<file path="src/rtl/mdio_init_seq_if.sv">
// MDIO pin bundle between the init sequencer (master) and the PHY side (slave).
interface mdio_init_seq_if;
   logic MDC;
   logic MDIO_OUT;
   logic MDIO_OE;
   logic MDIO_IN;

   modport master (output MDC, output MDIO_OUT, output MDIO_OE, input MDIO_IN);
   modport slave  (input MDC, input MDIO_OUT, input MDIO_OE, output MDIO_IN);
endinterface

</file>
<file path="src/rtl/mdio_init_seq.sv">
// mdio_init_seq: writes a table of PHY register/data pairs over MDIO after reset,
// then raises COMPLETE. Each frame is 64 bits plus one idle GAP bit.
// Optional feature macro: MDIO_VERIFY_EN -- every write is followed by a read-back
// of the same register; mismatches retry up to MAX_RETRY times before ERROR.
module mdio_init_seq #(
   parameter int CLK_DIV   = 64,
   parameter int NUM_REGS  = 4,
   parameter int MAX_RETRY = 3
) (
   input  logic                          CLK,
   input  logic                          RST,
   input  logic [4:0]                    PHY_ADDR,
   input  logic [NUM_REGS*21-1:0]        INIT_TABLE,
   mdio_init_seq_if.master               mdio,
   output logic [$clog2(NUM_REGS+1)-1:0] INDEX,
   output logic                          COMPLETE,
   output logic                          ERROR
);

   localparam int DW = $clog2(CLK_DIV);
   localparam int IW = $clog2(NUM_REGS + 1);
   localparam logic [DW-1:0] DIV_MAX  = DW'(CLK_DIV - 1);
   localparam logic [IW-1:0] LAST_IDX = IW'(NUM_REGS - 1);

   localparam logic [2:0] S_IDLE = 3'd0;
   localparam logic [2:0] S_PRE  = 3'd1;
   localparam logic [2:0] S_HDR  = 3'd2;
   localparam logic [2:0] S_TA   = 3'd3;
   localparam logic [2:0] S_DATA = 3'd4;
   localparam logic [2:0] S_GAP  = 3'd5;
   localparam logic [2:0] S_DONE = 3'd6;
   localparam logic [2:0] S_ERR  = 3'd7;

   logic [2:0]    r_state;
   logic [DW-1:0] r_div;
   logic          r_mdc;
   logic          r_out;
   logic          r_oe;
   logic          r_complete;
   logic [IW-1:0] r_index;
   logic [5:0]    r_bitCnt;
   logic [63:0]   r_shift;

   logic          w_active;
   logic          w_wrap;
   logic          w_fall;
   logic          w_rise;
   logic          w_gapEnd;
   logic          w_entryOk;
   logic          w_entryBad;
   logic          w_toDone;
   logic          w_toErr;
   logic          w_load;
   logic          w_loadRead;
   logic [IW-1:0] w_loadIdx;
   logic [20:0]   w_entry;
   logic [63:0]   w_frame;

   assign w_active = (r_state != S_IDLE) && (r_state != S_DONE) && (r_state != S_ERR);
   assign w_wrap   = w_active && (r_div == DIV_MAX);
   assign w_fall   = w_wrap && r_mdc;
   assign w_rise   = w_wrap && !r_mdc;
   assign w_gapEnd = (r_state == S_GAP) && w_fall;

`ifdef MDIO_VERIFY_EN
   localparam int RW = (MAX_RETRY < 1) ? 1 : $clog2(MAX_RETRY + 1);
   localparam logic [RW-1:0] RETRY_MAX = RW'(MAX_RETRY);

   logic          r_isRead;
   logic [15:0]   r_rdShift;
   logic [15:0]   r_data;
   logic [RW-1:0] r_retry;
   logic          r_error;

   assign w_entryOk  = r_isRead && (r_rdShift == r_data);
   assign w_entryBad = r_isRead && (r_rdShift != r_data) && (r_retry == RETRY_MAX);
   assign w_loadRead = w_gapEnd && !r_isRead;
   assign ERROR      = r_error;
`else
   logic w_unused;

   assign w_entryOk  = 1'b1;
   assign w_entryBad = 1'b0;
   assign w_loadRead = 1'b0;
   assign ERROR      = 1'b0;
   assign w_unused   = ^{mdio.MDIO_IN, 1'(MAX_RETRY)};
`endif

   assign w_toDone  = w_gapEnd && w_entryOk && (r_index == LAST_IDX);
   assign w_toErr   = w_gapEnd && w_entryBad;
   assign w_load    = (r_state == S_IDLE) || (w_gapEnd && !w_toDone && !w_toErr);
   assign w_loadIdx = (w_gapEnd && w_entryOk) ? r_index + 1'b1 : r_index;

   // Pick the table entry for the frame about to start (index may be advancing this cycle).
   always_comb begin
      w_entry = '0;
      for (int i = 0; i < NUM_REGS; i++) begin
         if (w_loadIdx == IW'(i)) w_entry = INIT_TABLE[21*i +: 21];
      end
   end

   assign w_frame = {32'hFFFF_FFFF, 2'b01, (w_loadRead ? 2'b10 : 2'b01),
                     PHY_ADDR, w_entry[20:16], 2'b10, w_entry[15:0]};

   // MDC divider: runs only while a frame is in flight, parked low otherwise.
   always_ff @(posedge CLK or posedge RST) begin
      if (RST) begin
         r_div <= '0;
         r_mdc <= 1'b0;
      end else if (!w_active) begin
         r_div <= '0;
         r_mdc <= 1'b0;
      end else if (w_wrap) begin
         r_div <= '0;
         r_mdc <= ~r_mdc;
      end else begin
         r_div <= r_div + 1'b1;
      end
   end

   // Frame sequencing, entry index and completion status.
   always_ff @(posedge CLK or posedge RST) begin
      if (RST) begin
         r_state    <= S_IDLE;
         r_index    <= '0;
         r_complete <= 1'b0;
      end else begin
         case (r_state)
            S_IDLE:  r_state <= S_PRE;
            S_PRE:   if (w_fall && r_bitCnt == 6'd31) r_state <= S_HDR;
            S_HDR:   if (w_fall && r_bitCnt == 6'd45) r_state <= S_TA;
            S_TA:    if (w_fall && r_bitCnt == 6'd47) r_state <= S_DATA;
            S_DATA:  if (w_fall && r_bitCnt == 6'd63) r_state <= S_GAP;
            S_GAP: begin
               if (w_toDone)      r_state <= S_DONE;
               else if (w_toErr)  r_state <= S_ERR;
               else if (w_gapEnd) r_state <= S_PRE;
            end
            default: r_state <= r_state;
         endcase
         if (w_gapEnd && w_entryOk) r_index <= r_index + 1'b1;
         if (w_toDone) r_complete <= 1'b1;
      end
   end

   // Serialise the frame: pins only change on the MDC falling edge (or the very first bit).
   always_ff @(posedge CLK or posedge RST) begin
      if (RST) begin
         r_out    <= 1'b1;
         r_oe     <= 1'b0;
         r_shift  <= '0;
         r_bitCnt <= '0;
`ifdef MDIO_VERIFY_EN
         r_isRead <= 1'b0;
         r_data   <= '0;
`endif
      end else if (w_load) begin
         r_out    <= w_frame[63];
         r_oe     <= 1'b1;
         r_shift  <= {w_frame[62:0], 1'b0};
         r_bitCnt <= '0;
`ifdef MDIO_VERIFY_EN
         r_isRead <= w_loadRead;
         r_data   <= w_entry[15:0];
`endif
      end else if (w_fall) begin
         if (r_state == S_GAP) begin
            r_out <= 1'b1;
            r_oe  <= 1'b0;
         end else if (r_bitCnt == 6'd63) begin
            r_out <= 1'b1;
            r_oe  <= 1'b1;
         end else begin
            r_out    <= r_shift[63];
            r_shift  <= {r_shift[62:0], 1'b0};
            r_bitCnt <= r_bitCnt + 6'd1;
`ifdef MDIO_VERIFY_EN
            r_oe     <= !(r_isRead && r_bitCnt >= 6'd45);
`else
            r_oe     <= 1'b1;
`endif
         end
      end
   end

`ifdef MDIO_VERIFY_EN
   // Read-back capture on MDC rise and retry/error bookkeeping at the end of each read.
   always_ff @(posedge CLK or posedge RST) begin
      if (RST) begin
         r_rdShift <= '0;
         r_retry   <= '0;
         r_error   <= 1'b0;
      end else begin
         if (w_rise && r_state == S_DATA && !r_oe) r_rdShift <= {r_rdShift[14:0], mdio.MDIO_IN};
         if (w_gapEnd && r_isRead) begin
            if (w_entryOk)       r_retry <= '0;
            else if (!w_entryBad) r_retry <= r_retry + 1'b1;
         end
         if (w_toErr) r_error <= 1'b1;
      end
   end
`endif

   assign mdio.MDC      = r_mdc;
   assign mdio.MDIO_OUT = r_out;
   assign mdio.MDIO_OE  = r_oe;
   assign INDEX         = r_index;
   assign COMPLETE      = r_complete;

endmodule

</file>
<file path="src/flat_wrapper.sv">
// flat-port wrapper written by rule: the top's interface ports become plain ports
module mdio_init_seq_flat 
#(
   parameter int CLK_DIV   = 64,
   parameter int NUM_REGS  = 4,
   parameter int MAX_RETRY = 3
)
  (CLK, RST, PHY_ADDR, INIT_TABLE, INDEX, COMPLETE, ERROR, mdio_MDC, mdio_MDIO_OUT, mdio_MDIO_OE, mdio_MDIO_IN);
  mdio_init_seq_if mdio_i ();
  input  logic CLK;
  input  logic RST;
  input  logic [4:0] PHY_ADDR;
  input  logic [NUM_REGS*21-1:0] INIT_TABLE;
  output logic [$clog2(NUM_REGS+1)-1:0] INDEX;
  output logic COMPLETE;
  output logic ERROR;
  output wire logic [$bits(mdio_i.MDC)-1:0] mdio_MDC;
  output wire logic [$bits(mdio_i.MDIO_OUT)-1:0] mdio_MDIO_OUT;
  output wire logic [$bits(mdio_i.MDIO_OE)-1:0] mdio_MDIO_OE;
  input wire logic [$bits(mdio_i.MDIO_IN)-1:0] mdio_MDIO_IN;
  assign mdio_MDC = mdio_i.MDC;
  assign mdio_MDIO_OUT = mdio_i.MDIO_OUT;
  assign mdio_MDIO_OE = mdio_i.MDIO_OE;
  assign mdio_i.MDIO_IN = mdio_MDIO_IN;
  mdio_init_seq #(.CLK_DIV(CLK_DIV), .NUM_REGS(NUM_REGS), .MAX_RETRY(MAX_RETRY)) u_core (.CLK(CLK), .RST(RST), .PHY_ADDR(PHY_ADDR), .INIT_TABLE(INIT_TABLE), .mdio(mdio_i), .INDEX(INDEX), .COMPLETE(COMPLETE), .ERROR(ERROR));
endmodule
</file>
<file path="config.mk">
export PLATFORM = sky130hd
export DESIGN_NAME = mdio_init_seq_flat
export DESIGN_NICKNAME = d
export VERILOG_FILES = /design/src/rtl/mdio_init_seq_if.sv /design/src/rtl/mdio_init_seq.sv /design/src/flat_wrapper.sv
export SDC_FILE = /design/constraint.sdc
export NUM_CORES = 1
export LEC_CHECK = 0
export CORE_UTILIZATION = 47
export CTS_CLUSTER_SIZE = 12
export DETAILED_ROUTE_END_ITERATION = 8
export PLACE_DENSITY = 0.73
export SKIP_LAST_GASP = 1
export SLEW_MARGIN = 10
export SYNTH_ARGS = -nofsm -noshare
export SYNTH_HDL_FRONTEND = slang
export SYNTH_SLANG_ARGS = --single-unit
</file>
<file path="constraint.sdc">
create_clock -name CLK -period 2.8 [get_ports CLK]
set_input_delay 0.56 -clock CLK [delete_from_list [all_inputs] [get_ports CLK]]
set_output_delay 0.56 -clock CLK [all_outputs]
set_load 0.02 [all_outputs]
</file>
==> Word level (Yosys, flattened, before mapping) <==
Cells that the tools add are included.
{ "totals": {"regBits": 86, "inputBits": 92, "output_inout_bits": 8, "elab_cells": 88} }
{ "op_classes": {"addsub": 3, "eq_ne": 24, "mux": 31, "bitwise_logic": 1, "reduce_logical": 20} }
{ "ops": {"columns": ["op", "n"], "rows": [
  ["$mux 64", 4],
  ["$mux 21", 4],
  ["$mux 6", 6],
  ["$eq 6x6->1 const B", 4],
  ["$mux 3", 7],
  ["$pmux 3 s6", 1],
  ["$eq 3x2->1 const B", 5],
  ["$add 6x1->6 const B", 2],
  ["$ne 2x1->1 const B", 6],
  ["$logic_and 1x1->1", 11],
  ["$mux 1", 9],
  ["$eq 3x1->1 const B", 2],
  ["$eq 3x3->1 const B", 2],
  ["$eq 6x5->1 const B", 1],
  ["$logic_not 3->1", 2],
  ["$ne 3x3->1 const B", 2],
  ["$reduce_and 6->1", 1],
  ["$reduce_bool 6->1", 1],
  ["$add 3x1->3 const B", 1],
  ["$ne 3x1->1 const B", 1],
  ["$reduce_and 3->1", 1],
  ["$reduce_bool 3->1", 1],
  ["$ne 2x2->1 const B", 1],
  ["$reduce_bool 2->1", 1],
  ["other kinds (3)", 3]
]} }

==> Depth between registers and ports, before layout <==
Gate-level depths: netlist of run 1.
{ "depth": {"ltp_word": 13, "mapped_depth": 9} }

==> Worst setup path after synthesis of run 1 <==
OpenSTA, ideal clock, no wires.
{ "synth_path": {"kind": "register to register", "from": "register u_core.r_index[1], in the netlist u_core.INDEX[1]", "to": "register u_core.r_shift[7]", "t_arrival_ns": 2.428, "setup_slack_ns": 0.246, "stages_incl_launch_ff": 8, "synth_period_minus_slack_ns": 2.554, "cell_sequence": "dfrtp_1 > ha_1 > buf_2 > buf_1 > mux4_2 > mux2i_1 > nor3_1 > a221o_1"} }
{ "synth_between": {"elab_chain_len": 8, "elab_cells_between_ends": 20} }
{ "synth_lines": {"columns": ["item", "line_no", "source"], "rows": [
  ["start, declared", "mdio_init_seq.sv:40", "logic [IW-1:0] r_index;"],
  ["start signal, assigned", "mdio_init_seq.sv:141", "if (w_gapEnd && w_entryOk) r_index <= r_index + 1'b1;"],
  ["$add 3x1->3", "mdio_init_seq.sv:92", "assign w_loadIdx = (w_gapEnd && w_entryOk) ? r_index + 1'b1 : r_index;"],
  ["$mux 3", "mdio_init_seq.sv:92", null],
  ["$logic_not 3->1", "mdio_init_seq.sv:98", "if (w_loadIdx == IW'(i)) w_entry = INIT_TABLE[21*i +: 21];"],
  ["$mux 21 (4 in a row)", "mdio_init_seq.sv:98", null],
  ["$mux 64", "mdio_init_seq.sv:157", "end else if (w_load) begin"],
  ["end signal, assigned", "mdio_init_seq.sv:160", "r_shift <= {w_frame[62:0], 1'b0};"],
  ["end signal, assigned", "mdio_init_seq.sv:175", "r_shift <= {r_shift[62:0], 1'b0};"],
  ["end, declared", "mdio_init_seq.sv:42", "logic [63:0] r_shift;"]
]} }
Parallel ways exist; a longest one is shown, timed or not.
A chain may end at the register's enable or synchronous reset.

==> Final worst setup path of run 1 <==
{ "layout_path": {"from": "register u_core.r_index[0], in the netlist u_core.INDEX[0]", "to": "output INDEX[0]"} }
{ "layout_lines": {"columns": ["item", "line_no", "source"], "rows": [
  ["end, declared", "flat_wrapper.sv:14", "output logic [$clog2(NUM_REGS+1)-1:0] INDEX;"]
]} }
No word-level cell between the ends.

==> results.yml, run 1 <==
yosys:
  yosys_warnings: 0
  synth_flop_cell: "dfrtp_1"
  yosys.area.top_type_share_pct: 41.13
  syn_area_um2: 5111
  synth_seq_cells: 85
  synth_area_leader_cell: "dfrtp_1"
  synthArstFlopShare_pct: 100.0
  ys_seq_area_share_pct: 41.64
  synth.avg_cell_area_um2: 10.94
  synth_edf_count: 0
  syn_inst: 467
  ys_types: 54
  synth_area_leaders: "dfrtp_1 (41%), mux4_2 (8.8%), o22a_1 (5.8%)"
  synth_nets: 564
timing:
  slew_headroom_pct: 45.27
  slew_viol_final: 0
  min_period_over_period_pct: 88.65
  setup_ws_ns: 0.3178
  fin_crit_ns: 2.482
  tns_ns: 0
  hold_viol: 0
  rsz0062_at_grt: "false"
  setup_viol: 0
  skew_ns: 0.01505
  worstMarginPinSlew_ns: 0.8106
  fmax_mhz: 402.9
clock_network:
  insertion_delay_ns: 0.35
  path_clk_slew_ns: 0.10
  cts_tree: "built"
  root_buffer: "clkbuf_8"
  cts_made_buffers: 9
  hold_buffers: 0
  cts_sinks: 85
  htreeDepth: 3
  cts_buffer_depth: 2
global_route:
  antenna_found_initial: 0
  grt_first_pass_wirelength_mm: 21.00
  first_global_vias: 4358
  grt_usage_pct: 23.28
  grt-ovfl-total: 0
  grt_max_degree: 49
setup_path:
  worstPathArrival_ns: 1.92
  end_kind: "output port"
  reg2reg_slack_ns: 0.35
  crit_path_max_fanout: 48
  required_ns: 2.24
  critPathCapture: "INDEX[0]"
  rr_endpoint: "u_core.r_shift[27]$_DFFE_PP0P_"
  r2r_cells: 8
  cp-start-kind: "flip-flop"
  crit-reg2reg-launch: "u_core.INDEX[2]$_DFF_PP0_"
  cp-startpoint: "u_core.INDEX[0]$_DFF_PP0_"
  path_class: "flip-flop to output port"
detailed_routing:
  via_count: 4349
  viasPerCell: 6.276
  drtIter0Drc: 273
  drc: 0
  drtPass1Iterations: 5
  ant_nets: 0
  drt-total-wl_mm: 12.83
  post_drt_wl_per_cell_um: 18.51
power:
  p_comb_share_pct: 11.1
  p_switching_w: 0.0006111
  irDropWorstVdd_mv: 0.2043
  internal_power_w: 0.001783
  cellPowerDensity_nw_per_um2: 370.8
  p_leak_nw: 2.601
  total_power_w: 0.002394
  switching_share_pct: 25.53
  seqPwrFrac_pct: 52.5
  power_frac_clock_pct: 36.4
floorplanning:
  fp.dieH_um: 106.3
  start_util_pct: 49.07
  fp.dieW_um: 106.3
  ios: 100
  rows: 37
  die_area_um2: 11300
  core_area_um2: 10420
cells_and_area:
  syn_to_final_growth_pct: 26.29
  final_cell_area_um2: 6455
  fin_nets: 649
  drive_gt1_share_pct: 12.93
  diodes: 0
run:
  maxCapViolations: 0
placed_design:
  port_buffers: 97
  dp_hpwl_mm: 8.964
  place_ws_ns: 0.1357
  dpl-instance-area_um2: 6254
  gp_congestion: 0.8504
status:
  status: "complete, no violations"
worst_hold_path:
  hold_path_class: "flip-flop to flip-flop"
==> registers in the layout, indices dropped and copies added (netlist names) <==
register,cells
u_core.r_bitCnt,6
u_core.INDEX,3
u_core.r_shift,63
u_core.mdio.MDIO_OUT,1
u_core.r_state,3
u_core.r_div,6
u_core.mdio.MDIO_OE,1
u_core.COMPLETE,1
u_core.mdio.MDC,1
==> synth_stat cells (3+ instances only) <==
| library cell | n |
|---|---|
| dfrtp_1 | 84 |
| o22a_1 | 34 |
| nor3_1 | 29 |
| nand2b_1 | 27 |
| clkbuf_1 | 24 |
| nor2b_1 | 24 |
| a221o_1 | 21 |
| a211o_1 | 20 |
| mux2i_1 | 20 |
| mux4_2 | 20 |
| o32ai_1 | 20 |
| nor2_1 | 17 |
| buf_2 | 15 |
| nand2_1 | 12 |
| xnor2_1 | 9 |
| inv_1 | 8 |
| nand3_1 | 8 |
| o31ai_1 | 6 |
| ha_1 | 5 |
| o21ai_0 | 5 |
| o221a_2 | 5 |
| and3_1 | 4 |
| a22o_1 | 3 |
| nor4_1 | 3 |
| o221ai_1 | 3 |
| or3_1 | 3 |
==> cells in the final DEF (no fill, tap or decap), types with 4 or more instances in the layout <==
master	instances
a211o_1	20
a221o_1	20
and3_1	4
buf_4	20
clkbuf_8	9
clkdlybuf4s50_1	97
dfrtp_1	84
ha_1	5
inv_1	7
mux2i_1	20
mux4_2	20
nand2_1	12
nand2b_1	27
nand3_1	8
nor2_1	17
nor2b_1	24
nor3_1	27
o21ai_0	5
o221a_2	5
o22a_1	34
o31ai_1	5
o32ai_1	20
xnor2_1	9
==> area by class of cell <==
class                   count  area (um^2)
clock buffers               9        123.9
clock inverters             7        76.32
inverters                   8        31.28
well taps                 136        170.2
fillers                   867         3961
repair buffers            118         1141
flip-flops and latches     85         2128
multi-input cells         330         2784
==> critical path, cell delays in order, from the launching register on <==
cell	delay, ns
dfrtp_1	0.36
buf_4	0.47
clkdlybuf4s50_1	0.71
==> per-stage QoR <==
step	hold slack [ns]	cells	utilization (%)
2_1_floorplan	0.4435	467	-
3_3_place_gp	0.4481	677	60.04
3_5_place_dp	0.4670	677	60.04
4_1_cts	0.4824	693	61.96
5_1_grt	0.5075	693	61.97
6_report	0.4782	693	61.97
==> repair_timing <==
item                       CTS  global route
setup endpoints to repair    0            20
gates resized for setup      0             1
setup buffers                0             0
==> logic make-up (layout without fill, tap and decap cells) <==
family / after synthesis / count (layout) / synth area share [%]
compound gates: 135 / 135 / 22.89
xor+xnor: 10 / 10 / 1.714
fa+ha+maj: 5 / 5 / 1.224
buf+inv: 52 / 142 / 4.553
flops: 85 / 85 / 41.64
mux: 41 / 41 / 12.95
other cells: 1 / 1 / 0.07337
simple gates: 138 / 138 / 14.96
==> metal layers <==
| metal | track usage, % | up-vias | wire [um] |
|---|---|---|---|
| met5 | 0 | - | 0 |
| li1 | - | 2000 | - |
| met3 | 4.414 | 20 | 606 |
| met1 | 31.34 | 2180 | 5863 |
| met2 | 37.80 | 149 | 6111 |
| met4 | 7.738 | 0 | 250 |
==> power by group through the flow <==
stage | logic, W | clock network [W] | registers, W
6_report | 0.000266 | 0.000870 | 0.00126
5_1_grt | 0.000287 | 0.000947 | 0.00126
4_1_cts | 0.000267 | 0.000889 | 0.00126
3_5_place_dp | 0.000266 | 0 | 0.00128
3_3_place_gp | 0.000258 | 0 | 0.00128
2_1_floorplan | 0.000106 | 0 | 0.00128
==> worst min path at each step <==
stage / depth (start not counted) / start / slack (ns) / to
floorplan: 1 / u_core.r_div[0]$_DFF_PP0_ / 0.44 / u_core.r_div[0]$_DFF_PP0_
global placement: 1 / u_core.COMPLETE$_DFFE_PP0P_ / 0.45 / u_core.COMPLETE$_DFFE_PP0P_
detailed placement: 1 / u_core.r_div[0]$_DFF_PP0_ / 0.47 / u_core.r_div[0]$_DFF_PP0_
CTS: 1 / u_core.r_div[0]$_DFF_PP0_ / 0.48 / u_core.r_div[0]$_DFF_PP0_
global route: 1 / u_core.r_div[0]$_DFF_PP0_ / 0.51 / u_core.r_div[0]$_DFF_PP0_
finish: 1 / u_core.r_div[0]$_DFF_PP0_ / 0.48 / u_core.r_div[0]$_DFF_PP0_
Power figures use the tool's default switching activity.
==> run 2, diff against run 1 <==
--- a/config.mk
+++ b/config.mk
@@ -7,2 +7,3 @@
 export LEC_CHECK = 0
+export CORE_MARGIN = 1.5
 export CORE_UTILIZATION = 47
==> constraint.sdc (replaced) <==
create_clock -name CLK -period 2.8 [get_ports CLK]
set_input_delay 0.84 -clock CLK [delete_from_list [all_inputs] [get_ports CLK]]
set_output_delay 0.84 -clock CLK [all_outputs]
set_load 0.02 [all_outputs]
==> run 2 against run 1 <==
Effect of this change:
- fmax shrank 8.3%
- routed wire length shrank 0.83%
- design area grew 0.56%
- clock-buffer cell count is the same
- core utilization grew 0.35 points
- highest routed layer unchanged
- final cell count is the same
- clock power shrank 1%
- hold slack is essentially flat
==> results.yml, run 2 (same netlist as run 1, synthesis figures left out) <==
setup_path:
  cp.depth: 2
  critical-path-top-delay-family: "buffers and inverters"
  end_kind: "output port"
  worstPathArrival_ns: 1.87
  cpMaxStageDelayCell: "clkdlybuf4s50_1"
  crit-reg2reg-launch: "u_core.r_div[0]$_DFF_PP0_"
  max_stage_delay_ns: 0.70
  r2r_cells: 6
  rr_endpoint: "u_core.r_shift[56]$_DFFE_PP0P_"
  path_cells: "buf_4 > clkdlybuf4s50_1"
  reg2reg_slack_ns: 0.35
  required_ns: 1.96
  path_buf_inv: 2
  crit_path_max_fanout: 46
  cp-start-kind: "flip-flop"
  path_class: "flip-flop to output port"
global_route:
  antenna_found_initial: 0
  grt_max_degree: 86
  grt-ovfl-total: 0
  first_global_vias: 4351
  grt_usage_pct: 22.96
  grt_first_pass_wirelength_mm: 21.02
detailed_routing:
  drtIter0Drc: 309
  drc: 0
  via_count: 4341
  viasPerCell: 6.264
  drt-total-wl_mm: 12.72
  ant_nets: 0
  post_drt_wl_per_cell_um: 18.36
  drtPass1Iterations: 4
worst_hold_path:
  hp-start: "u_core.r_div[0]$_DFF_PP0_"
  hold_path_depth: 1
  min_to: "u_core.r_div[0]$_DFF_PP0_"
  hold_path_class: "flip-flop to flip-flop"
clock_network:
  path_clk_slew_ns: 0.10
  cts_made_buffers: 9
  root_buffer: "clkbuf_8"
  cts_buffer_depth: 2
  hold_buffers: 0
  insertion_delay_ns: 0.37
  htreeDepth: 3
  cts_sinks: 85
  cts_tree: "built"
timing:
  min_period_over_period_pct: 96.63
  slew_headroom_pct: 50.00
  hold_viol: 0
  setup_viol: 0
  fin_crit_ns: 2.706
  fmax_mhz: 369.6
  rsz0062_at_grt: "false"
  tns_ns: 0
  worstMarginPinSlew_ns: 0.7405
  skew_ns: 0.008372
  slew_viol_final: 0
placed_design:
  port_buffers: 97
  gp_congestion: 0.8430
  dp_hpwl_mm: 8.824
power:
  irDropWorstVdd_mv: 0.2492
  seqPwrFrac_pct: 52.7
  switching_share_pct: 25.41
  internal_power_w: 0.001779
  p_comb_share_pct: 11.1
  power_frac_clock_pct: 36.1
  p_switching_w: 0.0006060
  cellPowerDensity_nw_per_um2: 367.4
  p_leak_nw: 2.605
floorplanning:
  rows: 37
  ios: 100
  core_area_um2: 10420
  fp.dieH_um: 107.3
  fp.dieW_um: 107.3
  die_area_um2: 11510
  start_util_pct: 49.07
cells_and_area:
  seq_area_um2: 2128
  reg.largest.list: "u_core.r_shift x63, u_core.r_bitCnt x6, u_core.r_div x6"
  syn_to_final_growth_pct: 27.00
  drive_gt1_share_pct: 12.93
  largest_register: "u_core.r_shift"
  largest_reg_flops: 63
  multiInputGateArea_um2: 2793
  fillers: 859
  final_common_cell: "clkdlybuf4s50_1"
  fin_nets: 649
  diodes: 0
  fin_util_pct: 62.32
  final_cell_mix: "clkdlybuf4s50_1 (97), dfrtp_1 (84), o22a_1 (34)"
status:
  status: "complete, no violations"
run:
  maxCapViolations: 0
==> run 2: worst max-delay path by stage <==
stage / startpoint / to / slack (ns)
floorplan: u_core.INDEX[1]$_DFF_PP0_ / u_core.r_shift[7]$_DFFE_PP0P_ / 0.25
global placement: u_core.INDEX[2]$_DFF_PP0_ / u_core.r_shift[4]$_DFFE_PP0P_ / 0.24
detailed placement: u_core.INDEX[2]$_DFF_PP0_ / u_core.r_shift[15]$_DFFE_PP0P_ / 0.16
CTS: u_core.INDEX[1]$_DFF_PP0_ / INDEX[1] / 0.09
global route: u_core.INDEX[1]$_DFF_PP0_ / INDEX[1] / 0.02
finish: u_core.INDEX[1]$_DFF_PP0_ / INDEX[1] / 0.09
==> run 2: power by group through the flow <==
stage / Sequential [W] / Combinational [W] / Clock, W
after CTS: 0.00126 / 0.000266 / 0.000878
after global placement: 0.00128 / 0.000258 / 0
final: 0.00126 / 0.000266 / 0.000861
after floorplan: 0.00128 / 0.000107 / 0
after global routing: 0.00126 / 0.000287 / 0.000930
after detailed placement: 0.00128 / 0.000266 / 0
==> run 2: what timing repair did <==
action | in CTS | in global routing
hold endpoints to repair | 0 | 0
gates resized for setup | 0 | 1
setup endpoints to repair | 0 | 18
buffers inserted | 0 | 0
==> run 2: stage by stage <==
stage	total power, W	setup WS (ns)	std cells	area (um^2)	hold WS [ns]
after floorplan	0.001384	0.2459	467	5115	0.4435
final	0.002385	0.09448	693	6491	0.4784
after detailed placement	0.001546	0.1592	677	6290	0.4552
after CTS	0.002402	0.09131	693	6490	0.4808
after global routing	0.002477	0.02063	693	6491	0.5151
after global placement	0.001539	0.2443	677	6290	0.4477
==> run 2: cell type report <==
class	count	share of cell area, %
Multi-Input combinational cell	330	43.02
Sequential cell	85	32.79
Timing Repair Buffer	118	17.96
Tap cell	136	2.621
Clock buffer	9	1.908
Clock inverter	7	1.176
Inverter	8	0.5204
==> run 2: per-layer routing <==
metal	GRT usage [%]	part of all wire, %	vias up
li1	-	-	2000
met1	31.16	45	2161
met2	37.03	48	161
met3	4.116	5.1	19
met4	7.905	1.7	0
met5	0	0	-
